--- src/rtl/splitter_stack_lock_arbiter.sv ---
// Round-robin lock arbiter guarding the tile splitter stack, with a one-cycle turnover gap.
// Defining SPLITTER_STACK_LOCK_WATCHDOG_EN adds a hold-time watchdog that revokes a stuck lock.
module splitter_stack_lock_arbiter #(
    parameter int unsigned NUM_REQ     = 2,
    parameter int unsigned TIMEOUT_LOG = 10,
    localparam int unsigned ID_W       = (NUM_REQ > 1) ? $clog2(NUM_REQ) : 1
) (
    input  logic               clk,
    input  logic               rstn,
    input  logic [NUM_REQ-1:0] req,
    input  logic [NUM_REQ-1:0] rel,      // release pulse; 'release' is a reserved word
    output logic [NUM_REQ-1:0] grant,
    output logic               busy,
    output logic [ID_W-1:0]    owner_id,
    output logic [15:0]        hold_cycles,
    input  logic               clear_stats,
    output logic [31:0]        num_grants,
    output logic [31:0]        num_contended,
    output logic               err_bad_release,
    output logic               timeout,
    output logic [ID_W-1:0]    timeout_id
);

    typedef enum logic [1:0] {IDLE, GRANTED, HANDOFF} state_t;

    localparam logic [15:0] HOLD_MAX = 16'hFFFF;

    if (TIMEOUT_LOG < 4 || TIMEOUT_LOG > 16) begin : g_bad_timeout_log
        $error("TIMEOUT_LOG must lie in 4..16");
    end

    state_t             state;
    state_t             state_next;
    logic [NUM_REQ-1:0] grant_next;
    logic [NUM_REQ-1:0] owner_mask;
    logic [ID_W-1:0]    owner_next;
    logic [ID_W-1:0]    pick;
    logic [ID_W-1:0]    rr_ptr;
    logic [15:0]        hold_next;
    logic               issue;
    logic               own_rel;
    logic               bad_rel;
    logic               contended;

`ifdef SPLITTER_STACK_LOCK_WATCHDOG_EN
    localparam logic [15:0] WD_LIMIT = 16'((32'd1 << TIMEOUT_LOG) - 32'd1);
    logic wd_fire;
`endif

    assign owner_mask = NUM_REQ'(1) << owner_id;
    assign rr_ptr     = (32'(owner_id) == NUM_REQ - 1) ? '0 : owner_id + ID_W'(1);
    assign own_rel    = |(rel & grant);
    assign bad_rel    = |(rel & ~owner_mask);
    assign contended  = busy && |(req & ~owner_mask);

    // Round-robin pick; scanning backwards lets the nearest requester to rr_ptr win.
    always_comb begin
        int unsigned idx;
        idx  = 0;
        pick = rr_ptr;
        for (int unsigned i = NUM_REQ; i > 0; i--) begin
            idx = (32'(rr_ptr) + i - 1) % NUM_REQ;
            if (req[ID_W'(idx)]) begin
                pick = ID_W'(idx);
            end
        end
    end

    always_comb begin
        state_next = state;
        grant_next = grant;
        owner_next = owner_id;
        hold_next  = hold_cycles;
        issue      = 1'b0;
`ifdef SPLITTER_STACK_LOCK_WATCHDOG_EN
        wd_fire    = 1'b0;
`endif
        unique case (state)
            IDLE: begin
                if (|req) begin
                    state_next = GRANTED;
                    grant_next = NUM_REQ'(1) << pick;
                    owner_next = pick;
                    hold_next  = '0;
                    issue      = 1'b1;
                end
            end
            GRANTED: begin
                if (hold_cycles != HOLD_MAX) begin
                    hold_next = hold_cycles + 16'd1;
                end
                if (own_rel) begin
                    state_next = HANDOFF;
                    grant_next = '0;
                end
`ifdef SPLITTER_STACK_LOCK_WATCHDOG_EN
                else if (hold_cycles == WD_LIMIT) begin
                    state_next = HANDOFF;
                    grant_next = '0;
                    wd_fire    = 1'b1;
                end
`endif
            end
            HANDOFF: begin
                state_next = IDLE;
                grant_next = '0;
            end
            default: begin
                state_next = IDLE;
                grant_next = '0;
            end
        endcase
    end

    always_ff @(posedge clk or negedge rstn) begin
        if (!rstn) begin
            state       <= IDLE;
            grant       <= '0;
            busy        <= 1'b0;
            owner_id    <= ID_W'(NUM_REQ - 1);
            hold_cycles <= '0;
        end else begin
            state       <= state_next;
            grant       <= grant_next;
            busy        <= (state_next != IDLE);
            owner_id    <= owner_next;
            hold_cycles <= hold_next;
        end
    end

    // Statistics and sticky error; clear_stats wins over same-cycle events.
    always_ff @(posedge clk or negedge rstn) begin
        if (!rstn) begin
            num_grants      <= '0;
            num_contended   <= '0;
            err_bad_release <= 1'b0;
        end else if (clear_stats) begin
            num_grants      <= '0;
            num_contended   <= '0;
            err_bad_release <= 1'b0;
        end else begin
            if (issue) begin
                num_grants <= num_grants + 32'd1;
            end
            if (contended) begin
                num_contended <= num_contended + 32'd1;
            end
            if (bad_rel) begin
                err_bad_release <= 1'b1;
            end
        end
    end

`ifdef SPLITTER_STACK_LOCK_WATCHDOG_EN
    always_ff @(posedge clk or negedge rstn) begin
        if (!rstn) begin
            timeout    <= 1'b0;
            timeout_id <= '0;
        end else if (clear_stats) begin
            timeout    <= 1'b0;
            timeout_id <= '0;
        end else if (wd_fire) begin
            timeout    <= 1'b1;
            timeout_id <= owner_id;
        end
    end
`else
    assign timeout    = 1'b0;
    assign timeout_id = '0;
`endif

endmodule

--- config.mk ---
export PLATFORM = sky130hd
export DESIGN_NAME = splitter_stack_lock_arbiter
export DESIGN_NICKNAME = d
export VERILOG_FILES = /design/src/rtl/splitter_stack_lock_arbiter.sv
export SDC_FILE = /design/constraint.sdc
export NUM_CORES = 1
export LEC_CHECK = 0
export BUFFER_PORTS_ARGS = -buffer_cell sky130_fd_sc_hd__buf_2
export CAP_MARGIN = 20
export CELL_PAD_IN_SITES_DETAIL_PLACEMENT = 0
export CELL_PAD_IN_SITES_GLOBAL_PLACEMENT = 1
export CORE_MARGIN = 4
export CORE_UTILIZATION = 30
export CTS_CLUSTER_DIAMETER = 60
export DETAILED_ROUTE_END_ITERATION = 8
export PLACE_DENSITY = 0.71
export SETUP_SLACK_MARGIN = 0.1
export SKIP_CTS_REPAIR_TIMING = 1
export SKIP_LAST_GASP = 1
export SLEW_MARGIN = 20
export SYNTH_ARGS = -nofsm -noshare
export SYNTH_HDL_FRONTEND = slang
export SYNTH_SLANG_ARGS = --single-unit
--- constraint.sdc ---
create_clock -name clk -period 5.8 [get_ports clk]
set_input_delay 0 -clock clk [delete_from_list [all_inputs] [get_ports clk]]
set_output_delay 0 -clock clk [all_outputs]
set_load 0.01 [all_outputs]
* Yosys cells after proc, flatten, opt, wreduce, memory -nomap -nowiden *
Index checks and enable logic that the tools add are counted.
Widths: inputs -> output; s select.

word-level totals
  register bits = 87
  bits in latches = 0
  memory bits (writable) = 0
  memory bits (read-only) = 0
  bits of input ports = 7
  output and inout bits = 87
  logic and storage cells = 67
  memories kept = 0

operators by class
  add/subtract/negate cells = 8
  multiply operators = 0
  divide/modulo/power cells = 0
  $lt $le $gt $ge = 2
  eq/ne operators = 5
  shift-type cells = 2
  multiplexer cells = 24
  bitwise gates (word level) = 4
  reduce and logical (&&, ||, !) cells = 14

operators by type and width
  kind                   count
  $mux 32                4
  $add 32x1->32 const B  2
  $mux 16                2
  $pmux 16 s2            1
  $add 16x1->16 const B  1
  $ne 16x16->1 const B   1
  $mux 1                 11
  $reduce_bool 2->1      5
  $mux 2                 4
  $pmux 2 s2             2
  $reduce_or 2->1        4
  $and 2x2->2            3
  $ne 2x2->1 const B     3
  $lt 1x2->1 const B     2
  $reduce_and 2->1       2
  $shl 1x1->2 const A    2
  $add 1x1->1 const B    3
  $reduce_and 3->1       1
  $eq 2x1->1 const B     1
  $logic_not 2->1        1
  $not 2->2              1
  $sub 1x1->1 const B    2
  $logic_and 1x1->1      1

* Depth between registers and ports, before layout *
  depth in word-level cells = 11
  mapped depth = 7
  mapped depth without buffers = 5

* Worst setup path before layout *
OpenSTA, ideal clock, no wires.

  kind = reg2reg
  start = reg num_grants[7]
  end = reg num_grants[25]
  library setup time = 0.125 ns
  arrival = 1.971 ns
  required time = 5.675 ns
  path slack = 3.704 ns
  stages on the path, launching flop included = 7
  buffers on the path = 2
  period minus slack after synthesis = 2.096 ns
  cells stage by stage = dfrtp_1 > nand4_1 > or4_1 > buf_2 > buf_6 > nor4_1 > mux2_2

on the way
  longest elaborated chain between the ends = 3

ends and longest elaborated chain
  element                   RTL line  source
  start: declaration        17        output logic [31:0] num_grants,
  start signal: assignment  143       num_grants <= num_grants + 32'd1;
  $add 32x1->32             143
  $mux 32                   142       if (issue) begin
  $mux 32                   137       end else if (clear_stats) begin

No other way between the ends. The select of a mux whose other input is x is not followed.
A chain may end at the register's enable or synchronous reset.

* Worst setup path after layout *
  start = reg num_contended[4]
  end = reg num_contended[26]

on the way
  longest elaborated chain between the ends = 3

ends and longest elaborated chain
  element                   RTL line  source
  start: declaration        18        output logic [31:0] num_contended,
  start signal: assignment  146       num_contended <= num_contended + 32'd1;
  $add 32x1->32             146
  $mux 32                   145       if (contended) begin
  $mux 32                   137

No other way between the ends. The select of a mux whose other input is x is not followed.

==> impl_metrics.ini <==
[outcome]
status = finished with violations
violations = hold timing

[yosys]
synthArstFlopShare = 1.00
yosys_warnings = 0
yosys_most_used_dff = dfrtp_1
synth.distinct_cells = 51
avgSynthCellArea_um2 = 9.24
yosys-top-cells-count = dfrtp_1 (86), nor2_1 (46), nand2_1 (35)
synth_edf_count = 0
netlist_area_um2 = 4780
synth_top_cell_area_share = 0.450
ys_top_cells_by_area = dfrtp_1 (45%), mux2_2 (5.0%), nor2_1 (3.6%), a21oi_1 (3.6%), nand3_1 (3.1%)
synth_area_leader_cell = dfrtp_1
synth-seq-cells = 87
synthCells = 517
ys_seq_area_frac = 0.456
synth_most_common_cell = dfrtp_1

[detailed_routing]
avgViaCountPerCell = 5.34
firstDrtPassIters = 4
ant_nets = 0
dr.first_iter.drc_count = 276
drc = 0
vias = 4340
routedWlPerCell_um = 15.8
totalWireLength_um = 12800

[global_route]
grt_pass1_wl_um = 21100
track_usage = 0.143
antenna_found_initial = 0
grt_overflow = 0
grt_max_degree = 85
grt_pass1_vias = 4073

[min_path]
hold_path.class = in -> reg
holdPathStages = 3
holdPathEnd = state[1]
hp-start = rel[1]

[timing]
fin_skew_ns = 0.00643
fin_ws_ns = 3.41
slew_headroom = 0.429
finalSetupViolCount = 0
tns_ns = 0
fin_hold_ws_ns = -0.0176
slew_violations = 0
finalCriticalPeriod_ns = 2.40
clock.fmax_mhz = 418
fin_crit_sh = 0.413
hold_viol = 2
tightestPinTransition_ns = 0.856
rsz0062_at_grt = no

[clock_tree]
cts_buffer_depth = 2
cts_buffers = 9
cts_tree = built
clock-sinks = 87
clk_latency_ns = 0.34
clock-root-buffer = clkbuf_16
htree_levels = 3
clkSlewWorstSetupHoldPaths_ns = 0.06

[setup_path]
r2r_cells = 4
cpPeakStageDelay_ns = 0.91
cp.required_ns = 6.03
crit_slowest_cell = or4_1
critPathMaxFanout = 26
cp_num_buf_inv = 0
crit_arrival_ns = 2.62
worst_setup_path_start_kind = register
worstPathCellList = nand4_1, or4_1, nor4_1, mux2_2
cp-end-kind = register
reg2reg_to = num_contended[26]
r2r_slack_ns = 3.41
r2r-start = num_contended[4]
crit_family = simple AND/OR/NAND/NOR gates
criticalPathCategory = reg -> reg

[floorplanning]
initial_core_util = 0.310
die_w_um = 134
die_h_um = 134
die-area_um2 = 18000
io-pin-count = 94
num_rows = 45
core_area_um2 = 15400

[finish]
num_antenna_cells = 0
nFillCells = 1629
layout-drive-gt1-share = 0.223
multiInputGateArea_um2 = 2420
register_area_um2 = 2180
area_growth_pct = 20.5
layout.nets = 608

[placed_design]
portBuffers = 91
dp_hpwl_um = 8870
post-place-ws_ns = 3.41
gp_congestion = 0.899

[power]
power_w = 0.00168
pwr_density_cell_nw_per_um2 = 291
vdd_drop_max_mv = 0.188
leakagePower_nw = 2.56

[flow_run]
drv_cap = 0
state kept, by name (all words and copies together), names as in the netlist:
name and count:
num_contended 32, err_bad_release 1, owner_id 1, grant 2, state 2, hold_cycles 16
busy 1, num_grants 32
cell families (layout without fill, tap and decap cells):
| family | Yosys count | count (layout) | synth area share |
|---|---|---|---|
| AO/OA/AOI/OAI | 97 | 97 | 0.130 |
| XOR/XNOR | 14 | 14 | 0.0257 |
| adder cells (fa/ha/maj) | 3 | 3 | 0.00786 |
| buffers and inverters | 41 | 125 | 0.0377 |
| flip-flops | 87 | 87 | 0.456 |
| multiplexers | 21 | 21 | 0.0495 |
| other | 1 | 2 | 0.000785 |
| AND/OR/NAND/NOR | 253 | 253 | 0.292 |
cell usage in the layout, fill, tap and decap left out, types with 13 or more instances in the layout:
cell type / netlist / layout
or4_1: 19 / 19
nor2b_1: 20 / 20
nand2_1: 35 / 35
nand4_1: 21 / 21
buf_2: 3 / 90
dfrtp_1: 86 / 86
nor2_1: 46 / 46
mux2_2: 21 / 21
o31ai_1: 14 / 14
a21oi_1: 34 / 34
o21ai_0: 21 / 21
or3_1: 18 / 18
nand3_1: 30 / 30
inv_1: 13 / 13
nor4_1: 20 / 20
per-stage QoR:
step / hold slack, ns / utilization / cells / area (µm²)
global route: 0.00340 / 0.373 / 813 / 5760
CTS: -0.434 / 0.371 / 810 / 5730
global placement: -0.0637 / 0.350 / 795 / 5390
floorplan: -0.296 / - / 518 / 4780
detailed placement: -0.0577 / 0.350 / 795 / 5390
finish: -0.0176 / 0.373 / 813 / 5760
worst max path at each step:
stage / startpoint / to / slack, ns / cells past startpoint
final: num_contended[4] / num_contended[26] / 3.41 / 4
after global routing: num_contended[4] / num_contended[26] / 3.21 / 4
after global placement: num_contended[4] / num_contended[31] / 3.45 / 4
after CTS: owner_id / num_contended[31] / 3.39 / 4
after floorplan: num_grants[7] / num_grants[25] / 3.70 / 6
after detailed placement: owner_id / num_contended[31] / 3.41 / 4
per-layer routing:
| metal | vias up | routed length, µm | track usage |
|---|---|---|---|
| met5 | - | 0 | 0 |
| met4 | 0 | 261 | 0.0600 |
| met3 | 22 | 769 | 0.0409 |
| met2 | 111 | 5690 | 0.211 |
| met1 | 2116 | 6120 | 0.196 |
| li1 | 2091 | - | - |
worst reg2reg max path: cells and delay by family, from the launching register on:
| kind | cells | cell delay [ns] |
|---|---|---|
| and+or+nand+nor | 3 | 1.48 |
| muxes | 1 | 0.37 |
| DFF | 1 | 0.44 |
report_power, final:
part | internal (W) | total, W | switching, W
clock network | 0.000410 | 0.000653 | 0.000243
logic | 0.000104 | 0.000303 | 0.000198
registers | 0.000654 | 0.000720 | 0.0000655
total | 0.00117 | 0.00168 | 0.000507
layout make-up:
class,count,area share
sequential,87,0.378
inverter,13,0.00848
clock buffer,12,0.0463
clock inverter,3,0.0113
multi-input combinational,390,0.421
tap,211,0.0459
timing repair buffer,97,0.0887
No activity file was read; power rests on OpenSTA's default activity.
